**config.mk**
```make
export PLATFORM = sky130hd
export DESIGN_NAME = sparam_sweep_sequencer
export DESIGN_NICKNAME = d
export VERILOG_FILES = /design/src/rtl/sparam_sweep_sequencer.sv
export SDC_FILE = /design/constraint.sdc
export NUM_CORES = 1
export LEC_CHECK = 0
export BUFFER_PORTS_ARGS = -buffer_cell sky130_fd_sc_hd__buf_2
export CORE_MARGIN = 5
export CORE_UTILIZATION = 44
export DETAILED_ROUTE_END_ITERATION = 7
export GPL_TIMING_DRIVEN = 0
export PLACE_DENSITY = 0.75
export SYNTH_ARGS = -nofsm -noshare
export SYNTH_HDL_FRONTEND = slang
export SYNTH_SLANG_ARGS = --single-unit
```
**constraint.sdc**
```tcl
create_clock -name clk -period 3 [get_ports clk]
set_input_delay 0.45 -clock clk [delete_from_list [all_inputs] [get_ports clk]]
set_output_delay 0.45 -clock clk [all_outputs]
set_load 0.03 [all_outputs]
```
**src/rtl/sparam_sweep_sequencer.sv**
```systemverilog
// Two-port S-parameter sweep sequencer: bias, settle, step frequency, excite port 1/2, average reads.
// Optional DC_BIAS_CHECK_EN adds bias_mon plus a one-cycle bias window check after the bias settle.
module sparam_sweep_sequencer #(
  parameter int unsigned FW          = 32,
  parameter int unsigned PW          = 10,
  parameter int unsigned DW          = 16,
  parameter int unsigned AVG_LOG2    = 2,
  parameter int unsigned SETTLE_CYC  = 64,
  parameter int unsigned TIMEOUT_CYC = 1024
`ifdef DC_BIAS_CHECK_EN
  ,
  parameter int          BIAS_MIN    = 0,
  parameter int          BIAS_MAX    = 1000
`endif
) (
  input  logic          clk,
  input  logic          nreset,
  input  logic          start,
  input  logic          abort,
  input  logic [FW-1:0] f_start,
  input  logic [FW-1:0] f_step,
  input  logic [PW-1:0] n_points,
  output logic          bias_en,
  output logic [1:0]    src_port,
  output logic [FW-1:0] freq_word,
  output logic          meas_req,
  input  logic          meas_ack,
  input  logic [DW-1:0] meas_data,
`ifdef DC_BIAS_CHECK_EN
  input  logic [DW-1:0] bias_mon,
`endif
  output logic          res_valid,
  output logic [PW-1:0] res_point,
  output logic [1:0]    res_sel,
  output logic [DW-1:0] res_data,
  output logic          busy,
  output logic          done,
  output logic          err
);

  localparam int unsigned AW   = DW + AVG_LOG2;
  localparam int unsigned NC   = AVG_LOG2 + 1;
  localparam int unsigned CMAX = (TIMEOUT_CYC > SETTLE_CYC) ? TIMEOUT_CYC : SETTLE_CYC;
  localparam int unsigned CW   = $clog2(CMAX + 1);
  localparam logic [CW-1:0] SettleLast  = CW'(SETTLE_CYC - 1);
  localparam logic [CW-1:0] TimeoutLast = CW'(TIMEOUT_CYC - 1);
  localparam logic [NC-1:0] AvgLast     = NC'((1 << AVG_LOG2) - 1);

  typedef enum logic [2:0] {
    StIdle, StSettle, StReq, StWait, StEmit, StNext, StDone
`ifdef DC_BIAS_CHECK_EN
    , StBchk
`endif
  } state_e;

  state_e               state_q, state_d;
  logic [CW-1:0]        cnt_q, cnt_d;
  logic [NC-1:0]        avg_q, avg_d;
  logic signed [AW-1:0] acc_q, acc_d;
  logic [FW-1:0]        freq_q, freq_d, step_q, step_d;
  logic [PW-1:0]        npts_q, npts_d, point_q, point_d;
  logic                 port_q, port_d, sub_q, sub_d, err_q, err_d;
  logic                 last_point, active;

  assign last_point = (point_q == npts_q - PW'(1));

`ifdef DC_BIAS_CHECK_EN
  logic bias_ok;
  assign bias_ok = (int'($signed(bias_mon)) >= BIAS_MIN) && (int'($signed(bias_mon)) <= BIAS_MAX);
`endif

  always_ff @(posedge clk or negedge nreset) begin
    if (!nreset) state_q <= StIdle;
    else         state_q <= state_d;
  end

  always_comb begin
    state_d = state_q;
    if (abort && state_q != StIdle) begin
      state_d = StIdle;
    end else begin
      unique case (state_q)
        StIdle:   if (start && !abort) state_d = (n_points == '0) ? StDone : StSettle;
`ifdef DC_BIAS_CHECK_EN
        // Only the first settle of a sweep (point 0, port 1) follows bias-on.
        StSettle: if (cnt_q == SettleLast)
                    state_d = (point_q == '0 && !port_q) ? StBchk : StReq;
        StBchk:   state_d = bias_ok ? StReq : StIdle;
`else
        StSettle: if (cnt_q == SettleLast) state_d = StReq;
`endif
        StReq:    state_d = StWait;
        StWait:   if (meas_ack)                   state_d = (avg_q == AvgLast) ? StEmit : StReq;
                  else if (cnt_q == TimeoutLast)  state_d = StIdle;
        StEmit:   if (!sub_q)          state_d = StReq;
                  else if (!port_q)    state_d = StSettle;
                  else if (last_point) state_d = StDone;
                  else                 state_d = StNext;
        StNext:   state_d = StSettle;
        StDone:   state_d = StIdle;
        default:  state_d = StIdle;
      endcase
    end
  end

  always_comb begin
    cnt_d   = (state_q == StIdle || state_d != state_q) ? '0 : cnt_q + CW'(1);
    avg_d   = avg_q;
    acc_d   = acc_q;
    freq_d  = freq_q;
    step_d  = step_q;
    npts_d  = npts_q;
    point_d = point_q;
    port_d  = port_q;
    sub_d   = sub_q;
    err_d   = err_q;
    unique case (state_q)
      StIdle: begin
        acc_d = '0;
        avg_d = '0;
        if (start && !abort) begin
          freq_d  = f_start;
          step_d  = f_step;
          npts_d  = n_points;
          point_d = '0;
          port_d  = 1'b0;
          sub_d   = 1'b0;
          err_d   = 1'b0;
        end
      end
      StWait: begin
        if (meas_ack) begin
          acc_d = acc_q + AW'($signed(meas_data));
          avg_d = (avg_q == AvgLast) ? '0 : avg_q + NC'(1);
        end else if (cnt_q == TimeoutLast && !abort) begin
          err_d = 1'b1;
        end
      end
      StEmit: begin
        acc_d = '0;
        sub_d = !sub_q;
        if (sub_q) port_d = !port_q;
      end
      StNext: begin
        point_d = point_q + PW'(1);
        freq_d  = freq_q + step_q;
      end
`ifdef DC_BIAS_CHECK_EN
      StBchk: if (!bias_ok && !abort) err_d = 1'b1;
`endif
      default: ;
    endcase
  end

  always_ff @(posedge clk or negedge nreset) begin
    if (!nreset) begin
      cnt_q   <= '0;
      avg_q   <= '0;
      acc_q   <= '0;
      freq_q  <= '0;
      step_q  <= '0;
      npts_q  <= '0;
      point_q <= '0;
      port_q  <= 1'b0;
      sub_q   <= 1'b0;
      err_q   <= 1'b0;
    end else begin
      cnt_q   <= cnt_d;
      avg_q   <= avg_d;
      acc_q   <= acc_d;
      freq_q  <= freq_d;
      step_q  <= step_d;
      npts_q  <= npts_d;
      point_q <= point_d;
      port_q  <= port_d;
      sub_q   <= sub_d;
      err_q   <= err_d;
    end
  end

  always_comb begin
    active    = (state_q != StIdle) && (state_q != StDone);
    bias_en   = active;
    busy      = active;
    src_port  = active ? (port_q ? 2'b10 : 2'b01) : 2'b00;
    freq_word = active ? freq_q : '0;
    meas_req  = (state_q == StWait);
    res_valid = (state_q == StEmit);
    res_point = res_valid ? point_q : '0;
    res_sel   = res_valid ? {port_q, sub_q} : 2'b00;
    res_data  = res_valid ? DW'(acc_q >>> AVG_LOG2) : '0;
    done      = (state_q == StDone);
    err       = err_q;
  end

endmodule

```
==> results.json, run 1 <==
{
  "status": "finished clean",
  "crit_type": "flop to flop",
  "hold_violations": 0,
  "power.leakage_uw": 0.00505,
  "finClkSkew_ns": 0.0149,
  "syn_area_um2": 8320,
  "drv_cap": 0,
  "final_core_util": 0.546,
  "num_rows": 50,
  "synthCells": 995,
  "grt_pass1_vias": 7751,
  "cts_tree": "yes",
  "p_clk_frac": 0.192,
  "ant_nets": 0,
  "path_max_fanout": 6,
  "timing.fmax_mhz": 349,
  "first_pass_iters": 5,
  "grt-ovfl-total": 0,
  "routed-via-count": 8004,
  "slew-limit-headroom": 0.559,
  "place_congestion": 0.924,
  "clock_latency_ns": 0.42,
  "cp-end-kind": "flop",
  "syn_nets": 1144,
  "grt_antenna_before_repair": 4,
  "port_buffers": 162,
  "worst_pin_slew_ns": 0.661,
  "synth_edf_count": 0,
  "yosys.area_share.simple": 0.248,
  "ys_ff_latch": 122,
  "yosys_warnings": 0,
  "grt.total_usage": 0.222,
  "layout-drive-gt1-share": 0.208,
  "core-area_um2": 18600,
  "fin_nets": 1331,
  "clk_pin_slew_ns": 0.06,
  "pre_cts_slack_ns": -0.213,
  "startpoint_type": "flop",
  "hp-class": "input port to async pin",
  "yosys-mux-area-fraction": 0.0128,
  "postCtsHoldBufs": 0,
  "grt_start_max_net_pins": 64,
  "fill_cells": 1760,
  "avgRoutedWirePerCell_um": 17.0,
  "critPathMaxStageDelay_ns": 0.43,
  "setup_viol": 0,
  "area_growth_pct": 22.4,
  "clock_path_buffers": 2,
  "ys.flop_type": "dfrtp_1",
  "p_per_area_nw_per_um2": 1090,
  "switching_power_uw": 5080,
  "place_hpwl_mm": 18.1,
  "min_period_ns": 2.86,
  "crit_required_ns": 3.32,
  "viasPerCell": 5.59,
  "synth_area_per_cell_um2": 8.36,
  "fin_ws_ns": 0.136,
  "drtIter0Drc": 403,
  "grt_pass1_wl_mm": 39.1,
  "netlist-cell-type-count": 74,
  "cp_common_cell": "o31a_1",
  "initial_core_util": 0.446,
  "seq_power_share": 0.250,
  "finalCritPeriodShare": 0.955,
  "crit_family": "compound AO/OA/AOI/OAI gates",
  "cpMaxStageDelayCell": "dfrtp_1",
  "dieWidth_um": 147,
  "synth_top_family_by_area": "simple AND/OR/NAND/NOR gates",
  "ctsRootBufferMaster": "clkbuf_16",
  "crit_buf_inv": 0,
  "ys_seq_area_frac": 0.367,
  "internal_power_uw": 6020,
  "clock_sinks": 122,
  "path_cells": "ha_1 > and3_2 > and3_1 > a32oi_1 > o21ai_0 > o31a_1 > o21ai_2 > mux2_4 > o31a_1 > o31ai_1",
  "drt_wl_total_mm": 24.3,
  "pwr-share-comb": 0.559,
  "htree_num_levels": 4,
  "cts_buffers": 17,
  "route.detailed.drc": 0,
  "die_height_um": 147,
  "crit_arrival_ns": 3.19,
  "synth_compound_area_frac": 0.197,
  "synthAdderAreaFrac": 0.0830,
  "async_flop_share": 1.00,
  "fin_total_pwr_uw": 11100,
  "die-area_um2": 21800,
  "finalMaxSlewViolations": 0,
  "vdd_drop_max_uv": 631,
  "synth_xor_area_frac": 0.0569,
  "p_sw_frac": 0.458,
  "io_pins": 163
}
## synthesized netlist by cell type, types with 6 or more instances
master    instances  area share
and3_1           36       0.027
xor2_1           24       0.025
nor3_1           17       0.010
inv_1            20      0.0090
nand2b_1         11      0.0083
clkbuf_1         41       0.019
nor2_1           78       0.035
a21oi_1          50       0.030
a211oi_1         12       0.011
nand3_1          41       0.025
nor3b_1           6      0.0054
o21ai_0          65       0.039
a22oi_1          24       0.022
a21o_1           15       0.014
xnor2_1          30       0.032
dfrtp_1         122        0.37
o21ai_1          18       0.011
nor2b_1          41       0.031
a31oi_1           7      0.0053
ha_1             52       0.078
mux2i_1           8      0.0096
nand2_1         172       0.078
o21bai_1          8      0.0072
## power by group through the flow
stage	Clock (uW)	Sequential, uW	Combinational [uW]
floorplan	0	2590	4680
global placement	0	2760	5820
detailed placement	0	2780	5950
CTS	2160	2760	6050
global route	2240	2840	6920
finish	2130	2770	6200
## layout by cell type, fill, tap and decap left out, types with 5 or more instances in the layout
cell,n
nand2_1,172
ha_2,6
a211oi_2,5
o21ai_0,65
a21o_1,15
a31oi_1,7
nor3_1,16
a22oi_1,24
ha_1,46
a21oi_1,49
xnor2_1,30
nor2b_1,40
a211oi_1,9
mux2i_1,8
nand2b_1,11
nor2_1,78
dfrtp_1,122
nand3_1,41
nor3b_1,6
inv_1,20
and3_1,36
o21ai_1,16
o21bai_1,8
xor2_1,24
o211ai_1,5
o41ai_1,5
clkbuf_1,37
buf_2,164
a221oi_1,5
clkbuf_16,17
buf_4,8
## cells by family (layout without fill, tap and decap cells)
logic type / after synthesis / in the layout
DFF: 122 / 122
AOI/OAI and AO/OA: 252 / 252
muxes: 10 / 10
other: 0 / 2
buffers and inverters: 70 / 270
and+or+nand+nor: 433 / 433
xor gates and xnor gates: 54 / 54
adders and majority gates: 54 / 54
## layout make-up
cell class,instances,area [um^2],area share
inverters,22,82.6,0.00811
plain buffers,47,211,0.0208
clock buffers,18,439,0.0431
well taps,234,293,0.0288
diodes,2,5.00,0.000492
clock inverters,14,170,0.0167
flip-flops and latches,122,3050,0.300
repair buffers,169,890,0.0874
multi-input cells,803,5030,0.495
## timing repair
item	CTS	global route
pin swaps	0	6
cloned	0	0
resized for setup	5	15
setup buffers	0	6
endpoints found under the setup margin	37	20
## flip-flops by register name, indices dropped and copies added, names as in the netlist
| name | count |
|---|---|
| err | 1 |
| avg_q | 3 |
| state_q | 3 |
| cnt_q | 11 |
| freq_q | 32 |
| acc_q | 18 |
| sub_q | 1 |
| npts_q | 10 |
| step_q | 32 |
| port_q | 1 |
| point_q | 10 |
## path summary, 6_finish.rpt
check / from / to / slack [ns] / depth (start not counted)
max: freq_q[25] / freq_q[31] / 0.14 / 10
min: nreset / cnt_q[2] / 0.01 / 1
max reg2reg: freq_q[25] / freq_q[31] / 0.14 / 10
min reg2reg: cnt_q[0] / cnt_q[0] / 0.48 / 1
max in group asynchronous: nreset / step_q[20] / 2.25 / 2
min in group clk: f_step[10] / step_q[10] / 0.21 / 3
## layer usage
metal,wire (um),vias up,track usage
li1,-,3926,-
met1,10200,3753,0.292
met2,11800,286,0.365
met3,1920,35,0.0586
met4,393,4,0.0596
met5,20,-,0
## through the flow
step | instances | TNS, ns | instance area [um^2] | hold slack [ns]
floorplan | 995 | 0 | 8320 | 0.154
global placement | 1391 | -25.78 | 9420 | 0.466
detailed placement | 1392 | -1.73 | 9460 | 0.467
CTS | 1424 | 0 | 10100 | 0.0340
global route | 1431 | -0.00905 | 10200 | 0.0339
finish | 1431 | 0 | 10200 | 0.0122
Power figures use the tool's default switching activity.
==> inputs of run 2 (changes only) <==
Settings changed: ABC_AREA set to 1.
==> run 2 against run 1 <==
Effect of this change:
- via count up 8.7%
- utilization down 0.73 points
- maximum frequency increased by 2.6%
- die area is 2.8% higher
- critical endpoint is now freq_q[20]
- clock-buffer cell count unchanged
- synthesized area grew 3.0%
- largest cell class unchanged
- worst hold slack improved by 0.20 ns
- sequential share of layout area decreased by 0.68 points
- register-to-register slack improved by 0.07 ns
- non-clock buffer count decreased by 24
- routed wire length is 4.3% higher
- combinational power fell by 19%
==> results.json, run 2 <==
{
  "status": "finished clean",
  "crit_buf_inv": 1,
  "r2r-end": "freq_q[20]",
  "synth.most_common_cell": "nand2_1",
  "reg.largest.list": "freq_q x32, step_q x32, acc_q x18",
  "syn_area_um2": 8570,
  "clock_sinks": 122,
  "netlist-cell-type-count": 48,
  "ys.flop_type": "dfrtp_1",
  "ant_nets": 0,
  "worstRegToRegCells": 12,
  "yosys.area_share.simple": 0.283,
  "ys_ff_latch": 122,
  "crit_required_ns": 3.30,
  "finalMaxSlewViolations": 0,
  "p_per_area_nw_per_um2": 950,
  "min-delay-start": "f_step[18]",
  "hp-class": "input port to flop",
  "grt_start_max_net_pins": 91,
  "synthCells": 1217,
  "synth_edf_count": 0,
  "final_cell_area_um2": 10400,
  "synth.largest_area_cell": "dfrtp_1",
  "setup_viol": 0,
  "synth_xor_area_frac": 0.0286,
  "die-area_um2": 22400,
  "power.leakage_uw": 0.00547,
  "finClkSkew_ns": 0.00915,
  "synth_compound_area_frac": 0.165,
  "route.detailed.drc": 0,
  "core-area_um2": 19300,
  "place_hpwl_mm": 19.5,
  "initial_core_util": 0.443,
  "register_area_um2": 3050,
  "area_growth_pct": 21.6,
  "cts_tree": "yes",
  "dieWidth_um": 150,
  "grt.total_usage": 0.230,
  "rsz0062_at_grt": "no",
  "crit_arrival_ns": 3.09,
  "fin_total_pwr_uw": 9890,
  "synthAdderAreaFrac": 0.0806,
  "die_height_um": 150,
  "synth_top_area_share": 0.356,
  "final_common_cell": "nand2_1",
  "synth_commonest_cells": "nand2_1 (324), inv_1 (158), nor2_1 (133), dfrtp_1 (122), a21oi_1 (82)",
  "grt_antenna_before_repair": 0,
  "cpMaxStageDelayCell": "a21oi_1",
  "multiInputGateArea_um2": 4780,
  "min_period_ns": 2.79,
  "rrSetupSlack_ns": 0.21,
  "layout-drive-gt1-share": 0.166,
  "worstHoldEndpoint": "step_q[18]",
  "avgRoutedWirePerCell_um": 15.1,
  "port_buffers": 162,
  "grt_pass1_wl_mm": 41.1,
  "crit_family": "compound AO/OA/AOI/OAI gates",
  "htree_num_levels": 4,
  "timing.fmax_mhz": 358,
  "fin_nets": 1549,
  "worst_pin_slew_ns": 0.740,
  "placed_cell_area_um2": 9740,
  "num_rows": 51,
  "fill_cells": 1880,
  "io_pins": 163,
  "synth_top_family_by_area": "simple AND/OR/NAND/NOR gates",
  "cp-end-kind": "flop",
  "synth.area.top_cells": "dfrtp_1 (36%), nand2_1 (14%), ha_1 (7.6%), inv_1 (6.9%), nor2_1 (5.8%)",
  "whs_path_depth": 3,
  "clock_path_buffers": 2,
  "slew-limit-headroom": 0.507,
  "ys_seq_area_frac": 0.356,
  "cp_common_cell": "o21ai_0",
  "fin_setup_tns_ns": 0,
  "cts_buffers": 17,
  "first_pass_iters": 5,
  "grt_pass1_vias": 8384,
  "async_flop_share": 1.00,
  "grt-ovfl-total": 0,
  "path_max_fanout": 6,
  "crit_type": "flop to flop",
  "regToRegStartpoint": "step_q[11]",
  "startpoint_type": "flop",
  "path_cells": "ha_1 > a21oi_1 > o21ai_0 > inv_1 > o21ai_0 > a21oi_1 > o21ai_0 > nand2_1 > nand2_1 > or2_2 > nand3_1 > nand3_1",
  "synth_area_per_cell_um2": 7.04,
  "drv_cap": 0,
  "viasPerCell": 5.19,
  "hold_slack_ns": 0.217,
  "drt_wl_total_mm": 25.4,
  "yosys_warnings": 0,
  "drtIter0Drc": 507,
  "post_cts_buffers": 0,
  "hold_violations": 0,
  "yosys-mux-area-fraction": 0.00117,
  "vdd_drop_max_uv": 552,
  "ctsRootBufferMaster": "clkbuf_16",
  "critPathMaxStageDelay_ns": 0.42,
  "routed-via-count": 8704,
  "antenna_cells": 0,
  "final_cell_mix": "nand2_1 (324), buf_2 (165), inv_1 (158)",
  "place_congestion": 0.966,
  "finalCritPeriodShare": 0.930,
  "syn_nets": 1366,
  "clock_latency_ns": 0.43,
  "clk_pin_slew_ns": 0.06
}
run 2: cell count changes after synthesis, sizes merged, moves of 24 or more:
cell   delta
nor2b    -42
nor2     +70
and3     -39
nand2   +155
a21oi    +30
a22oi    -24
inv     +142
run 2: how the worst max path moves through the flow:
stage | slack (ns) | start | endpoint | cells after the start
CTS | 0.07 | state_q[1] | busy | 6
detailed placement | 0.24 | state_q[1] | busy | 6
finish | 0.21 | step_q[11] | freq_q[20] | 12
floorplan | 0.79 | state_q[1] | cnt_q[9] | 14
global placement | -0.15 | nreset | acc_q[12] | 1
global route | 0.03 | step_q[11] | freq_q[20] | 12
run 2: metrics by stage:
step,utilization,setup WS [ns],instances
floorplan,-,0.788,1217
global placement,0.502,-0.154,1644
detailed placement,0.504,0.242,1645
CTS,0.539,0.0706,1678
global route,0.539,0.0310,1678
finish,0.539,0.210,1678
run 2: cell type report:
class,instances,area share
clock inverters,14,0.0210
clock buffers,18,0.0422
well taps,265,0.0318
inverters,164,0.0591
repair buffers,164,0.0821
plain buffers,28,0.0118
flip-flops and latches,122,0.293
multi-input cells,903,0.459
run 2: metal layers:
layer / part of all wire / track usage
met2: 0.46 / 0.377
met5: 0 / 0
met3: 0.056 / 0.0336
met4: 0.029 / 0.0870
met1: 0.45 / 0.309
run 2: cell families after synthesis:
logic type,Yosys count
muxes,1
buffers and inverters,192
adders and majority gates,54
and+or+nand+nor,578
xor gates and xnor gates,28
AOI/OAI and AO/OA,242
DFF,122
run 2: power by group:
group / total (uW) / switching (uW) / internal, uW
registers: 2550 / 403 / 2150
clock network: 2320 / 822 / 1500
logic: 5020 / 3360 / 1660
run 2: repair_timing:
action	4_1_cts	5_1_grt
resized for setup	1	3
hold buffers	1	0
endpoints found under the hold margin	32	0
setup endpoints to repair	20	3
run 2: worst register-to-register path, cell delays in order, from the launching register on:
cell and delay (ns):
dfrtp_1 0.41, ha_1 0.36, a21oi_1 0.25, o21ai_0 0.13, inv_1 0.12, o21ai_0 0.09, a21oi_1 0.42, o21ai_0 0.27
nand2_1 0.11, nand2_1 0.06, or2_2 0.27, nand3_1 0.08, nand3_1 0.09
